<file path="config.mk">
export PLATFORM = sky130hd
export DESIGN_NAME = srl_delay_line_flat
export DESIGN_NICKNAME = d
export VERILOG_FILES = /design/src/rtl/srl_delay_line_if.sv /design/src/rtl/srl_delay_line.sv /design/src/flat_wrapper.sv
export SDC_FILE = /design/constraint.sdc
export NUM_CORES = 1
export LEC_CHECK = 0
export ABC_AREA = 1
export BUFFER_PORTS_ARGS = -buffer_cell sky130_fd_sc_hd__buf_2
export CELL_PAD_IN_SITES_DETAIL_PLACEMENT = 1
export CELL_PAD_IN_SITES_GLOBAL_PLACEMENT = 1
export CORE_MARGIN = 2
export CORE_UTILIZATION = 47
export DETAILED_ROUTE_END_ITERATION = 10
export PLACE_DENSITY = 0.9
export SETUP_SLACK_MARGIN = 0.2
export SLEW_MARGIN = 20
export SYNTH_ARGS = -nofsm -noshare
export SYNTH_HDL_FRONTEND = slang
export SYNTH_SLANG_ARGS = --single-unit
</file>
<file path="constraint.sdc">
create_clock -name clk -period 2.2 [get_ports clk]
set_input_delay 0.44 -clock clk [delete_from_list [all_inputs] [get_ports clk]]
set_output_delay 0.44 -clock clk [all_outputs]
set_load 0.01 [all_outputs]
</file>
<file path="src/rtl/srl_delay_line_if.sv">
// Tap/shift bus for srl_delay_line: shift controls and data in, tap/cascade/fill out.
// The master side drives shift controls; the delay line drives the tap results.
interface srl_delay_line_if #(
    parameter int unsigned WIDTH = 8,
    parameter int unsigned DEPTH = 16
);
    localparam int unsigned ADDR_W = $clog2(DEPTH);

    logic              ce;
    logic              flush;
    logic [WIDTH-1:0]  d;
    logic [ADDR_W-1:0] a;
    logic [WIDTH-1:0]  q;
    logic              q_valid;
    logic [WIDTH-1:0]  q_last;
    logic [ADDR_W:0]   fill;

    modport master (
        output ce, flush, d, a,
        input  q, q_valid, q_last, fill
    );

    modport slave (
        input  ce, flush, d, a,
        output q, q_valid, q_last, fill
    );
endinterface

</file>
<file path="src/rtl/srl_delay_line.sv">
// Shift-register delay line with dynamic tap, cascade output, fill tracking and
// optional registered tap; resets and flushes to a per-stage INIT pattern.
module srl_delay_line #(
    parameter int unsigned              WIDTH   = 8,
    parameter int unsigned              DEPTH   = 16,
    parameter logic [WIDTH*DEPTH-1:0]   INIT    = '0,
    parameter bit                       REG_OUT = 1'b0
) (
    input  logic                clk,
    input  logic                rst_n,
    srl_delay_line_if.slave     bus
);
    localparam int unsigned ADDR_W = $clog2(DEPTH);
    localparam int unsigned FILL_W = ADDR_W + 1;

    logic [WIDTH-1:0]  stage_q [DEPTH];
    logic [WIDTH-1:0]  stage_d [DEPTH];
    logic [FILL_W-1:0] fill_q;
    logic [FILL_W-1:0] fill_d;
    logic [WIDTH-1:0]  tap_c;
    logic              tap_valid_c;

    // Storage and fill counter; reset loads INIT without waiting for a clock.
    always_ff @(posedge clk or negedge rst_n) begin
        if (!rst_n) begin
            for (int unsigned i = 0; i < DEPTH; i++) begin
                stage_q[i] <= INIT[i*WIDTH +: WIDTH];
            end
            fill_q <= '0;
        end else begin
            stage_q <= stage_d;
            fill_q  <= fill_d;
        end
    end

    // Flush has priority over shift; fill saturates at DEPTH.
    always_comb begin
        stage_d = stage_q;
        fill_d  = fill_q;
        if (bus.flush) begin
            for (int unsigned i = 0; i < DEPTH; i++) begin
                stage_d[i] = INIT[i*WIDTH +: WIDTH];
            end
            fill_d = '0;
        end else if (bus.ce) begin
            stage_d[0] = bus.d;
            for (int unsigned i = 1; i < DEPTH; i++) begin
                stage_d[i] = stage_q[i-1];
            end
            if (fill_q < FILL_W'(DEPTH)) begin
                fill_d = fill_q + FILL_W'(1);
            end
        end
    end

    // Tap addresses beyond the last stage read as empty.
    always_comb begin
        tap_c       = '0;
        tap_valid_c = 1'b0;
        if (32'(bus.a) < DEPTH) begin
            tap_c       = stage_q[bus.a];
            tap_valid_c = (fill_q > FILL_W'(bus.a));
        end
    end

    generate
        if (REG_OUT) begin : g_reg_out
            logic [WIDTH-1:0] q_q;
            logic             q_valid_q;

            // Loads every edge, independent of ce, so tap-address changes land one cycle later.
            always_ff @(posedge clk or negedge rst_n) begin
                if (!rst_n) begin
                    q_q       <= '0;
                    q_valid_q <= 1'b0;
                end else begin
                    q_q       <= tap_c;
                    q_valid_q <= tap_valid_c;
                end
            end

            assign bus.q       = q_q;
            assign bus.q_valid = q_valid_q;
        end else begin : g_comb_out
            assign bus.q       = tap_c;
            assign bus.q_valid = tap_valid_c;
        end
    endgenerate

    assign bus.q_last = stage_q[DEPTH-1];
    assign bus.fill   = fill_q;

endmodule

</file>
<file path="src/flat_wrapper.sv">
// flat-port wrapper written by rule: the top's interface ports become plain ports
module srl_delay_line_flat 
#(
    parameter int unsigned              WIDTH   = 8,
    parameter int unsigned              DEPTH   = 16,
    parameter logic [WIDTH*DEPTH-1:0]   INIT    = '0,
    parameter bit                       REG_OUT = 1'b0
)
  (clk, rst_n, bus_ce, bus_flush, bus_d, bus_a, bus_q, bus_q_valid, bus_q_last, bus_fill);
  srl_delay_line_if #(.WIDTH(WIDTH), .DEPTH(DEPTH)) bus_i ();
  input  logic clk;
  input  logic rst_n;
  input wire logic [$bits(bus_i.ce)-1:0] bus_ce;
  input wire logic [$bits(bus_i.flush)-1:0] bus_flush;
  input wire logic [$bits(bus_i.d)-1:0] bus_d;
  input wire logic [$bits(bus_i.a)-1:0] bus_a;
  output wire logic [$bits(bus_i.q)-1:0] bus_q;
  output wire logic [$bits(bus_i.q_valid)-1:0] bus_q_valid;
  output wire logic [$bits(bus_i.q_last)-1:0] bus_q_last;
  output wire logic [$bits(bus_i.fill)-1:0] bus_fill;
  assign bus_i.ce = bus_ce;
  assign bus_i.flush = bus_flush;
  assign bus_i.d = bus_d;
  assign bus_i.a = bus_a;
  assign bus_q = bus_i.q;
  assign bus_q_valid = bus_i.q_valid;
  assign bus_q_last = bus_i.q_last;
  assign bus_fill = bus_i.fill;
  srl_delay_line #(.WIDTH(WIDTH), .DEPTH(DEPTH), .INIT(INIT), .REG_OUT(REG_OUT)) u_core (.clk(clk), .rst_n(rst_n), .bus(bus_i));
endmodule
</file>
* After elaboration in Yosys (flattened, before gate mapping)
Index checks and enable logic that the tools add are counted.
** Word-level totals
- Bits in registers :: 133
- Word-level logic and storage cells :: 33
** Cells by class
- Magnitude comparators :: 3
- Bitwise gates (word level) :: 1
- Multiplexer cells :: 8
- Reductions and logical operators :: 3
- Add/subtract/negate cells :: 1
** Operators with widths (number)
- 2-to-1 mux 128 bit :: 2
- binary-select mux 8 bit (select 4 bit) :: 1
- 2-to-1 mux 8 bit :: 2
- 2-to-1 mux 5 bit :: 3
- adder 5 x 1 -> 5 bit (second input constant) :: 1
- greater-or-equal comparator 5 bit (second input constant) :: 1
- greater-than comparator 5 x 4 -> 1 bit :: 1
- less-than comparator 5 bit (second input constant) :: 1
- NOT 4 -> 5 bit :: 1
- nonzero test 2 bit :: 2
- AND reduction 2 bit :: 1

* Depth between registers and ports, before layout
- Depth after elaboration :: 4
- Depth in mapped cells :: 7
- Gate-level depth less buffers :: 6

* Worst setup path before layout
No wires, ideal clock.
- Path type :: input -> output
- Start :: input bus_a[2]
- End :: output bus_q_valid
- Data arrival time :: 1544 ps
- Path slack :: 216 ps
- Stages on the path :: 7
- Cells stage by stage :: buf_4 -> clkinv_1 -> buf_2 -> ha_1 -> nand2_1 -> o21ai_0 -> a21o_1
** On the way
- Longest elaborated chain between the ends :: 1
** Ends and longest elaborated chain
- start: declaration :: line flat_wrapper.sv:16 : input wire logic [$bits(bus_i.a)-1:0] bus_a;
- greater-than comparator 5 x 4 -> 1 bit :: line srl_delay_line.sv:62 : tap_valid_c = (fill_q > FILL_W'(bus.a));
- end: declaration :: line flat_wrapper.sv:18 : output wire logic [$bits(bus_i.q_valid)-1:0] bus_q_valid;
Every way passes these cells.

* Final worst setup path
- Start :: register u_core.fill_q[1], in the netlist u_core.bus.fill[1]
- End :: output bus_q_valid
** On the way
- Longest elaborated chain between the ends :: 1
** Ends and longest elaborated chain
- start: declaration :: line srl_delay_line.sv:18 : logic [FILL_W-1:0] fill_q;
- start signal: assignment :: line srl_delay_line.sv:32 : fill_q <= fill_d;
- greater-than comparator 5 x 4 -> 1 bit :: line srl_delay_line.sv:62
Every way passes these cells.

==> impl_metrics.env <==
export IMPL_drcViolationCount=0
export IMPL_diodes=0
export IMPL_overflow=0
export IMPL_portBuffers=37
export IMPL_synthesis_nets=762
export IMPL_critPathKind="flop to output pin"
export IMPL_clock_skew_final_ns=0.00857
export IMPL_ys_seq_area_share_pct=48.4
export IMPL_final_hold_viol_count=12
export IMPL_wl_um=26100
export IMPL_met1_length_um=9720
export IMPL_grt_max_degree=62
export IMPL_cts_max_level=4
export IMPL_root_buffer="clkbuf_16"
export IMPL_fin_cells=982
export IMPL_ios=38
export IMPL_grt_pass1_wl_um=37400
export IMPL_routed_top_layer="met4"
export IMPL_seqPwrFrac_pct=39.6
export IMPL_gp_congestion=0.776
export IMPL_power_density_nw_per_um2=768
export IMPL_clk_pin_slew_ns=0.06
export IMPL_cts_tree="done"
export IMPL_crit_arrival_ns=1.64
export IMPL_p_comb_share_pct=11.1
export IMPL_setup_violations=0
export IMPL_cts_sinks=133
export IMPL_die_y_um=125
export IMPL_die_w_um=125
export IMPL_power_leakage_nw=3.76
export IMPL_peakVddDrop_v=0.000684
export IMPL_relSlewSlack_pct=60.3
export IMPL_areaGrowthSynthToFinish_pct=18.7
export IMPL_crit_path_top_delay_cell="dfrtp_2"
export IMPL_hold_ws_ns=-0.00632
export IMPL_rsz0062_at_grt="true"
export IMPL_async_reset_ff_share_pct=100
export IMPL_wire_per_inst_um=26.6
export IMPL_rows=44
export IMPL_design_area_sq_um=8160
export IMPL_clkLatencyLatePin_ns=0.44
export IMPL_drtAntennaViolNets=0
export IMPL_violations="hold timing"
export IMPL_netlist_instances=741
export IMPL_initial_core_util_pct=47.7
export IMPL_first_iter_violations=638
export IMPL_status="finished with violations"
export IMPL_dpl_cell_area_sq_um=7100
export IMPL_drt_pass1_iter_count=5
export IMPL_vias=6222
export IMPL_drive_gt1_share_pct=37.8
export IMPL_cts_buffers=17
export IMPL_cts_buffer_depth=2
export IMPL_required_ns=1.76
export IMPL_antenna_found_initial=0
export IMPL_startpoint="u_core.bus.fill[1]$_DFFE_PN0P_"
export IMPL_intPower_mw=4.60
export IMPL_worstPathMaxFanout=2
export IMPL_path_cells="ha_4 > a21oi_2 > o21ai_2 > a21o_1 > buf_2"
export IMPL_track_usage_pct=30.9
export IMPL_dr_wl_met2_um=12900
export IMPL_cts_hold_buf=0
export IMPL_timing_rr_start="u_core.bus.fill[0]$_DFFE_PN0P_"
export IMPL_ys_warn_count=0
export IMPL_hold_class="input port to async pin"
export IMPL_max_cap_violations=0
export IMPL_synth_cell_types=21
export IMPL_netSwitchingFraction_pct=26.5
export IMPL_setup_tns_ns=0
export IMPL_end_kind="output pin"
export IMPL_dp_hpwl_um=11200
export IMPL_final_net_count=806
export IMPL_utilization_pct=56.6
export IMPL_via_per_inst=6.34
export IMPL_synthesis_area_sq_um=6870
export IMPL_grt_pass1_vias=6616
export IMPL_route_met3_wl_um=1910
export IMPL_n_fill_cell=1591
export IMPL_min_period_over_period_pct=94.6
export IMPL_cp_slowest_stage_delay_ns=0.44
export IMPL_core_area_sq_um=14400
export IMPL_clock_power_share_pct=49.3
export IMPL_worstSetupStartpointType="flop"
export IMPL_p_sw_mw=1.66
export IMPL_tightest_slew_ns=0.596
export IMPL_synth_edff_count=0
export IMPL_finalMaxSlewViolations=0
export IMPL_dp_cells=921
export IMPL_synth_ff_type="dfrtp_1"
export IMPL_synth_seq_cells=133
export IMPL_clock_fmax_mhz=481
export IMPL_fin_crit_ns=2.08
export IMPL_die_area_sq_um=15600
export IMPL_syn_mean_instance_area_sq_um=9.28
## final cells by class
type	instances	area [sq um]	area share (%)
flip-flops and latches	133	3330	40.9
multi-input cells	411	2730	33.4
repair buffers	84	734	9.00
inverters	138	528	6.47
clock buffers	22	454	5.57
well taps	184	230	2.82
clock inverters	10	154	1.89
## per-layer routing
metal  GRT usage, %  vias to the layer above
met3           7.62                      136
met2           52.5                      401
met4           16.5                        0
met1           36.1                     3149
met5              0                        -
li1               -                     2536
## power groups by stage
stage          clock network (mW)  registers (mW)  logic [mW]
2_1_floorplan                   0            2.52       0.371
3_3_place_gp                    0            2.52       0.532
3_5_place_dp                    0            2.52       0.558
4_1_cts                      3.06            2.48       0.633
5_1_grt                      3.21            2.48       0.728
6_report                     3.09            2.48       0.695
## Yosys cell counts, types with 2 or more instances
cell type / number / area, sq um
o21ai_0: 12 / 60.1
ha_1: 5 / 62.6
nor2_1: 2 / 7.51
nand2_1: 149 / 559
o22ai_2: 80 / 1000
buf_4: 21 / 158
nand3_1: 114 / 571
dfrtp_1: 133 / 3330
buf_6: 18 / 203
clkinv_1: 2 / 7.51
o22ai_1: 40 / 250
a21oi_1: 4 / 20.0
clkbuf_1: 5 / 18.8
inv_1: 133 / 499
inv_2: 3 / 11.3
buf_2: 15 / 75.1
## cells by family (layout without fill, tap and decap cells)
group	Yosys count	in the layout	synth area share, %
AND/OR/NAND/NOR	267	267	16.8
buffers and inverters	197	254	14.1
AO/OA/AOI/OAI	139	139	19.7
flip-flops	133	133	48.4
adder cells (fa/ha/maj)	5	5	0.910
## path summary, 6_finish.rpt
check | end | slack [ns] | cells past startpoint
setup / recovery | bus_q_valid | 0.12 | 5
hold / removal | u_core.stage_q[70]$_DFFE_PN0P_ | -0.006 | 1
setup reg to reg | u_core.bus.fill[2]$_DFFE_PN0P_ | 0.76 | 7
hold reg to reg | u_core.stage_q[26]$_DFFE_PN0P_ | 0.53 | 2
max in group asynchronous | u_core.bus.fill[1]$_DFFE_PN0P_ | 1.54 | 2
min in group clk | u_core.stage_q[123]$_DFFE_PN0P_ | 0.21 | 3
## worst max-delay path, delay by kind of cell, from the launching register on
kind            cells  cell delay (ns)
flops               1             0.44
fa+ha+maj           1             0.26
compound gates      3             0.38
buf+inv             1             0.13
## registers in the layout, summed over array words and instances (netlist names)
register / flops
u_core.stage_q: 120
u_core.bus.q_last: 8
u_core.bus.fill: 5
## per-stage QoR
step                worst slack (ns)  hold slack [ns]  power, mW
floorplan                      0.216            0.144       2.89
global placement               0.255            0.454       3.05
detailed placement             0.196            0.465       3.08
CTS                            0.130          0.00802       6.17
global route                  0.0899           0.0242       6.42
finish                         0.119         -0.00632       6.26
## placed cells by master (no fill, tap or decap), types with 2 or more instances in the layout
| cell type | count |
|---|---|
| a21oi_1 | 2 |
| a21oi_2 | 2 |
| buf_12 | 9 |
| buf_16 | 3 |
| buf_2 | 35 |
| buf_4 | 33 |
| buf_6 | 3 |
| bufinv_16 | 4 |
| clkbuf_1 | 4 |
| clkbuf_16 | 17 |
| clkinv_1 | 2 |
| clkinv_2 | 5 |
| dfrtp_1 | 129 |
| dfrtp_2 | 4 |
| ha_4 | 4 |
| inv_1 | 56 |
| inv_2 | 77 |
| inv_4 | 2 |
| nand2_1 | 147 |
| nand3_1 | 98 |
| nand3_2 | 16 |
| nor2_1 | 2 |
| o21ai_0 | 11 |
| o22ai_1 | 40 |
| o22ai_2 | 80 |
## what timing repair did
| action | 4_1_cts | 5_1_grt |
|---|---|---|
| pin swaps | 6 | 5 |
| resized for setup | 31 | 87 |
| setup endpoints to repair | 5 | 9 |
| cloned | 3 | 0 |
| setup buffers | 5 | 21 |
Note: power is estimated with default switching activity, not from simulation.
